## src/rtl/mips_pkg.sv

```systemverilog
// Shared definitions for the multi-cycle MIPS control path: FSM states,
// opcode/funct constants, ALUOp encodings and the control-word layout.
package mips_pkg;

    typedef enum logic [3:0] {
        FETCH,
        DECODE,
        MEM_ADDR,
        MEM_RD,
        MEM_WB,
        MEM_WR,
        EXEC_R,
        R_WB,
        EXEC_I,
        I_WB,
        BRANCH,
        JUMP,
        JAL,
        JR,
        TRAP
    } state_t;

    localparam logic [5:0] OP_RTYPE = 6'h00;
    localparam logic [5:0] OP_J     = 6'h02;
    localparam logic [5:0] OP_JAL   = 6'h03;
    localparam logic [5:0] OP_BEQ   = 6'h04;
    localparam logic [5:0] OP_BNE   = 6'h05;
    localparam logic [5:0] OP_ADDI  = 6'h08;
    localparam logic [5:0] OP_ANDI  = 6'h0C;
    localparam logic [5:0] OP_ORI   = 6'h0D;
    localparam logic [5:0] OP_LUI   = 6'h0F;
    localparam logic [5:0] OP_LW    = 6'h23;
    localparam logic [5:0] OP_SW    = 6'h2B;

    localparam logic [5:0] FN_JR    = 6'h08;

    // Encodings understood by ALUControl
    typedef enum logic [2:0] {
        ALU_ADD   = 3'd0,
        ALU_SUB   = 3'd1,
        ALU_RTYPE = 3'd2,
        ALU_ADDI  = 3'd3,
        ALU_ANDI  = 3'd4,
        ALU_ORI   = 3'd5,
        ALU_LUI   = 3'd6,
        ALU_PASSA = 3'd7
    } alu_op_t;

    // One-hot instruction class produced by the opcode decoder
    typedef struct packed {
        logic is_mem;
        logic is_rtype;
        logic is_jr;
        logic is_imm;
        logic is_branch;
        logic is_jump;
        logic is_jal;
        logic is_illegal;
    } op_class_t;

    // Registered control word. 'fetch' and 'branch' are qualifiers that are
    // combined with mem_ready / zero at the output, since those inputs must
    // act in the same cycle they are presented.
    typedef struct packed {
        logic       fetch;
        logic       branch;
        logic       pc_write;
        logic       iord;
        logic       mem_read;
        logic       mem_write;
        logic       mem_to_reg;
        logic [1:0] reg_dst;
        logic       reg_write;
        logic       alu_src_a;
        logic [1:0] alu_src_b;
        alu_op_t    alu_op;
        logic [1:0] pc_source;
    } ctrl_t;

    // ALU operation for the immediate-arithmetic group
    function automatic alu_op_t imm_alu_op(input logic [5:0] op);
        alu_op_t r;
        case (op)
            OP_ANDI: r = ALU_ANDI;
            OP_ORI:  r = ALU_ORI;
            OP_LUI:  r = ALU_LUI;
            default: r = ALU_ADDI;
        endcase
        return r;
    endfunction

endpackage

```

## src/rtl/mips_opcode_decode.sv

```systemverilog
// Combinational instruction-class decoder used when the FSM dispatches
// out of DECODE. Exactly one class bit is set for any opcode/funct pair.
module mips_opcode_decode
    import mips_pkg::*;
(
    input  logic [5:0] opcode,
    input  logic [5:0] funct,
    output op_class_t  op_class
);

    // Classify the opcode; unknown opcodes fall into the illegal class
    always_comb begin
        op_class = '0;
        case (opcode)
            OP_LW, OP_SW: op_class.is_mem = 1'b1;
            OP_RTYPE: begin
                if (funct == FN_JR) op_class.is_jr    = 1'b1;
                else                op_class.is_rtype = 1'b1;
            end
            OP_ADDI, OP_ANDI, OP_ORI, OP_LUI: op_class.is_imm = 1'b1;
            OP_BEQ, OP_BNE: op_class.is_branch = 1'b1;
            OP_J:           op_class.is_jump   = 1'b1;
            OP_JAL:         op_class.is_jal    = 1'b1;
            default:        op_class.is_illegal = 1'b1;
        endcase
    end

endmodule

```

## src/rtl/mips_multicycle_control.sv

```systemverilog
// Multi-cycle MIPS sequencing controller. The control word for each state
// is computed from the next state and registered, so every select and
// enable comes straight from a flop; only the memory-handshake writes and
// the branch condition are qualified combinationally.
module mips_multicycle_control
    import mips_pkg::*;
#(
    parameter int CNT_W = 32
) (
    input  logic             clk,
    input  logic             reset,
    input  logic [5:0]       opcode,
    input  logic [5:0]       funct,
    input  logic             zero,
    input  logic             mem_ready,
    output logic             PCWrite,
    output logic             PCWriteCond,
    output logic             IorD,
    output logic             MemRead,
    output logic             MemWrite,
    output logic             IRWrite,
    output logic             MemtoReg,
    output logic [1:0]       RegDst,
    output logic             RegWrite,
    output logic             ALUSrcA,
    output logic [1:0]       ALUSrcB,
    output logic [2:0]       ALUOp,
    output logic [1:0]       PCSource,
    output logic             illegal,
    output logic [CNT_W-1:0] instr_count
);

    state_t           state_q;
    state_t           state_d;
    ctrl_t            ctrl_q;
    ctrl_t            ctrl_d;
    op_class_t        op_class;
    logic [5:0]       op_q;
    logic [5:0]       op_eff;
    logic             illegal_q;
    logic [CNT_W-1:0] instr_count_q;

    mips_opcode_decode u_decode (
        .opcode   (opcode),
        .funct    (funct),
        .op_class (op_class)
    );

    function automatic state_t next_state(input state_t    s,
                                          input op_class_t c,
                                          input logic [5:0] op,
                                          input logic      rdy);
        state_t n;
        n = s;
        case (s)
            FETCH:    n = rdy ? DECODE : FETCH;
            DECODE: begin
                if      (c.is_illegal) n = TRAP;
                else if (c.is_mem)     n = MEM_ADDR;
                else if (c.is_jr)      n = JR;
                else if (c.is_rtype)   n = EXEC_R;
                else if (c.is_imm)     n = EXEC_I;
                else if (c.is_branch)  n = BRANCH;
                else if (c.is_jump)    n = JUMP;
                else                   n = JAL;
            end
            MEM_ADDR: n = (op == OP_LW) ? MEM_RD : MEM_WR;
            MEM_RD:   n = rdy ? MEM_WB : MEM_RD;
            MEM_WR:   n = rdy ? FETCH : MEM_WR;
            EXEC_R:   n = R_WB;
            EXEC_I:   n = I_WB;
            TRAP:     n = TRAP;
            default:  n = FETCH;
        endcase
        return n;
    endfunction

    function automatic ctrl_t ctrl_for(input state_t s, input logic [5:0] op);
        ctrl_t c;
        c = '0;
        case (s)
            FETCH: begin
                c.fetch     = 1'b1;
                c.mem_read  = 1'b1;
                c.alu_src_b = 2'd1;
                c.alu_op    = ALU_ADD;
            end
            DECODE: begin
                c.alu_src_b = 2'd3;
                c.alu_op    = ALU_ADD;
            end
            MEM_ADDR: begin
                c.alu_src_a = 1'b1;
                c.alu_src_b = 2'd2;
                c.alu_op    = ALU_ADD;
            end
            MEM_RD: begin
                c.iord     = 1'b1;
                c.mem_read = 1'b1;
            end
            MEM_WB: begin
                c.mem_to_reg = 1'b1;
                c.reg_write  = 1'b1;
            end
            MEM_WR: begin
                c.iord      = 1'b1;
                c.mem_write = 1'b1;
            end
            EXEC_R: begin
                c.alu_src_a = 1'b1;
                c.alu_op    = ALU_RTYPE;
            end
            R_WB: begin
                c.reg_dst   = 2'd1;
                c.reg_write = 1'b1;
            end
            EXEC_I: begin
                c.alu_src_a = 1'b1;
                c.alu_src_b = 2'd2;
                c.alu_op    = imm_alu_op(op);
            end
            I_WB: c.reg_write = 1'b1;
            BRANCH: begin
                c.branch    = 1'b1;
                c.alu_src_a = 1'b1;
                c.alu_op    = ALU_SUB;
                c.pc_source = 2'd1;
            end
            JUMP: begin
                c.pc_write  = 1'b1;
                c.pc_source = 2'd2;
            end
            JAL: begin
                c.pc_write  = 1'b1;
                c.pc_source = 2'd2;
                c.reg_dst   = 2'd2;
                c.reg_write = 1'b1;
                c.alu_op    = ALU_PASSA;
            end
            JR: begin
                c.pc_write  = 1'b1;
                c.pc_source = 2'd3;
            end
            default: c = '0;
        endcase
        return c;
    endfunction

    // The live opcode is only trusted in DECODE; later states use the latched copy
    assign op_eff = (state_q == DECODE) ? opcode : op_q;

    // Next state and the control word that state will present
    always_comb begin
        state_d = next_state(state_q, op_class, op_eff, mem_ready);
        ctrl_d  = ctrl_for(state_d, op_eff);
    end

    // FSM: state, registered control word, sticky trap flag, retire counter
    always_ff @(posedge clk) begin
        if (reset) begin
            state_q       <= FETCH;
            ctrl_q        <= ctrl_for(FETCH, OP_RTYPE);
            illegal_q     <= 1'b0;
            instr_count_q <= '0;
        end else begin
            state_q <= state_d;
            ctrl_q  <= ctrl_d;
            if (state_d == TRAP)
                illegal_q <= 1'b1;
            if ((state_q != FETCH) && (state_d == FETCH))
                instr_count_q <= instr_count_q + 1'b1;
        end
    end

    // Latch the opcode once, when the instruction is dispatched
    always_ff @(posedge clk) begin
        if (state_q == DECODE)
            op_q <= opcode;
    end

    assign IRWrite     = ctrl_q.fetch & mem_ready;
    assign PCWrite     = ctrl_q.pc_write | (ctrl_q.fetch & mem_ready);
    assign PCWriteCond = ctrl_q.branch &
                         (((op_q == OP_BEQ) & zero) | ((op_q == OP_BNE) & ~zero));
    assign IorD        = ctrl_q.iord;
    assign MemRead     = ctrl_q.mem_read;
    assign MemWrite    = ctrl_q.mem_write;
    assign MemtoReg    = ctrl_q.mem_to_reg;
    assign RegDst      = ctrl_q.reg_dst;
    assign RegWrite    = ctrl_q.reg_write;
    assign ALUSrcA     = ctrl_q.alu_src_a;
    assign ALUSrcB     = ctrl_q.alu_src_b;
    assign ALUOp       = ctrl_q.alu_op;
    assign PCSource    = ctrl_q.pc_source;
    assign illegal     = illegal_q;
    assign instr_count = instr_count_q;

endmodule

```

## config.mk

```make
export PLATFORM = sky130hd
export DESIGN_NAME = mips_multicycle_control
export DESIGN_NICKNAME = d
export VERILOG_FILES = /design/src/rtl/mips_pkg.sv /design/src/rtl/mips_opcode_decode.sv /design/src/rtl/mips_multicycle_control.sv
export SDC_FILE = /design/constraint.sdc
export NUM_CORES = 1
export LEC_CHECK = 0
export ABC_CLOCK_PERIOD_IN_PS = 4500
export CORE_ASPECT_RATIO = 1.75
export CORE_UTILIZATION = 56
export CTS_CLUSTER_SIZE = 12
export DETAILED_ROUTE_END_ITERATION = 8
export GPL_ROUTABILITY_DRIVEN = 0
export HOLD_SLACK_MARGIN = 0.03
export PLACE_DENSITY = 0.86
export SLEW_MARGIN = 5
export SYNTH_ARGS = -nofsm -noshare
export SYNTH_HDL_FRONTEND = slang
export SYNTH_SLANG_ARGS = --single-unit
```

## constraint.sdc

```tcl
create_clock -name clk -period 4.5 [get_ports clk]
set_input_delay 0.45 -clock clk [delete_from_list [all_inputs] [get_ports clk]]
set_output_delay 0.45 -clock clk [all_outputs]
set_load 0.05 [all_outputs]
```

==> flow_summary.toml <==
[sta]
max_freq_mhz = 312
finalSetupViolCount = 0
hold_viol_final = 0
fin_crit_ns = 3.21
tns_ns = 0
finalCritPeriodShare_pct = 71.2
skew_ns = 0.0101
drv_slew = 0
rsz0062_at_grt = "false"
max_slew_margin_pct = 40.9
worst_pin_slew_ns = 0.885
whs_ns = 0.480

[floorplanning]
die_x_um = 60.3
io_pins = 67
die-area_um2 = 6270
rows = 36
core_area_um2 = 5630
start_util_pct = 59.2
die_h_um = 104

[power_and_ir_drop]
p_int_uw = 1210
p_sw_share_pct = 41.6
switchingPower_uw = 863
clkPwrFrac_pct = 28.0
p_leak_uw = 0.00135
vdd_drop_max_v = 0.000421
power_density_nw_per_um2 = 505
comb_power_share_pct = 38.9
fin_total_pwr_uw = 2080
p_seq_share_pct = 33.0

[clocking]
clk_pin_slew_ns = 0.07
cts_made_buffers = 9
root_buffer = "clkbuf_8"
cts_resized = 0
htreeDepth = 3
cts_tree = "built"
hold_buffers = 0
post_cts_buffers = 0
cts_buffer_depth = 2
cts.sinks = 61
clkLatencyLatePin_ns = 0.35

[layout]
fin_area_um2 = 4110
drive_above_1_share_pct = 7.47
antenna_cells = 0
finalNetCount = 454
area_growth_pct = 23.4
fillers = 420
final_cells = 518

[detailed_routing]
drtPass1Iterations = 5
wire_per_inst_um = 17.2
drt_iter0_markers = 268
ant_nets = 0
vias = 3379
viasPerCell = 6.52
wl_mm = 8.91
drc = 0

[global_routing]
grt_pass1_wl_mm = 14.5
grt_max_degree = 64
grt-ovfl-total = 0
grt_pass1_vias = 3138
antenna_found_initial = 0
grt_use_total_pct = 30.4
met3_usage_pct = 7.71
use_met2_pct = 50.2
grt_util_met1_pct = 33.1
top_usage_layer = "met2"

[synth]
synth_seq_area_share_pct = 36.7
synth_area_leaders = "dfxtp_1 37%, or4_1 5.6%, o31ai_1 5.4%"
synthArstFlopShare_pct = 0
synth_top_family_by_area = "simple AND/OR/NAND/NOR gates"
synthFlopType = "dfxtp_1"
syn-num-nets = 412
muxShareOfSynthArea_pct = 1.31
netlist_area_um2 = 3330
ys_types = 65
synth.largest_area_cell = "dfxtp_1"
synth-simple-area-share_pct = 31.5
synth_cells = 395
synth_compound_area_share_pct = 21.8
synthAdderAreaFrac_pct = 0.376
synth_edf_count = 0
yosysWarnings = 0
synth.top_cell.area_share_pct = 36.7
netlist_top_cells_count = "61 x dfxtp_1, 36 x nand2_1, 33 x a21oi_1"
synth-seq-cells = 61
synth_xor_area_share_pct = 0.789
syn_avg_cell_area_um2 = 8.43
synthMostInstantiatedCell = "dfxtp_1"

[place]
io_buffers = 66
dp_cells = 502
dpl_cell_area_um2 = 3870
dp_hpwl_mm = 6.09

[critical_path]
crit_chain = "clkdlybuf4s50_1 > or4_4 > nor2_2 > a221o_1 > nand3_1 > or4_1 > a21oi_1"
crit_fanout = 26
critPathRequiredTime_ns = 4.77
regToRegSetupSlack_ns = 1.47
slowest_stage = "or4_1"
cpPeakStageDelay_ns = 0.73
arrival_ns = 3.47
crit_type = "in -> reg"
crit_path_end_kind = "register"
startpoint_type = "primary input"

[min_path]
hold_path.class = "reg -> reg"

[run]
maxCapViolCount = 0

[status]
outcome = "completed"
[stage by stage]
| stage | utilization [%] | setup slack, ns |
|---|---|---|
| after floorplan | - | 1.99 |
| after global placement | 68.7 | 1.12 |
| after detailed placement | 68.7 | 0.993 |
| after CTS | 73.0 | 1.34 |
| after global routing | 73.0 | 1.12 |
| final | 73.0 | 1.29 |
[final cells by class]
class | instances | area (µm²) | share of cell area (%)
Sequential cell | 61 | 1220 | 29.7
Multi-Input combinational cell | 291 | 1860 | 45.2
Tap cell | 76 | 95.1 | 2.31
Clock buffer | 12 | 165 | 4.02
Timing Repair Buffer | 67 | 668 | 16.3
Inverter | 7 | 26.3 | 0.639
Clock inverter | 4 | 77.6 | 1.89
[power groups by stage]
stage	registers (µW)	logic, µW	clock network, µW
floorplan	750	610	0
global placement	693	770	0
detailed placement	696	789	0
CTS	685	798	583
global route	698	878	606
finish	686	809	583
[state kept, by name, indices dropped and copies added, names as in the netlist, 2 cells and up]
register     count
instr_count     32
op_q             6
state_q          4
ALUOp            3
ctrl_q           3
ALUSrcB          2
PCSource         2
RegDst           2
[routing by layer]
metal | routed length [µm] | part of all wire, %
met5 | 0 | 0
met4 | 436 | 4.9
met3 | 557 | 6.3
met2 | 4750 | 53
met1 | 3160 | 36
[placed cells by master (no fill, tap or decap), types with 3 or more instances in the layout]
cell type / Yosys / routed
nand4_1: 10 / 10
nor2_1: 26 / 26
o31ai_1: 24 / 24
mux2_1: 3 / 3
or4_1: 25 / 25
and4_1: 3 / 3
or3_1: 4 / 4
nor3_1: 12 / 12
nand2_1: 36 / 36
o21ai_0: 6 / 6
or2_2: 3 / 3
nor4_1: 6 / 6
xnor2_1: 3 / 3
o211ai_1: 3 / 3
dfxtp_1: 61 / 61
inv_1: 7 / 7
nand3_1: 20 / 20
and3_1: 5 / 5
and3b_1: 3 / 3
a21oi_1: 33 / 33
o21a_1: 5 / 5
and2_1: 3 / 3
clkbuf_8: 0 / 12
clkdlybuf4s50_1: 0 / 66
nor2b_1: 8 / 8
o31a_1: 4 / 4
[cell families after synthesis]
logic type                 count (synthesis)
adders and majority gates                  1
AOI/OAI and AO/OA                        102
xor gates and xnor gates                   3
buffers and inverters                     43
DFF                                       61
and+or+nand+nor                          181
muxes                                      4
[worst max-delay path, delay by kind of cell]
family	cells	cell delay [ns]
buf+inv	1	0.51
compound gates	2	0.41
simple gates	4	2.09
[path summary, 6_finish.rpt]
| path | end | depth (start not counted) | from |
|---|---|---|---|
| worst min-delay path | op_q[3] | 2 | op_q[3] |
| worst max register to register | instr_count[24] | 6 | state_q[1] |
| worst max-delay path | instr_count[20] | 7 | opcode[2] |
| worst min register to register | op_q[3] | 2 | op_q[3] |
(Power assumes the default switching activity.)
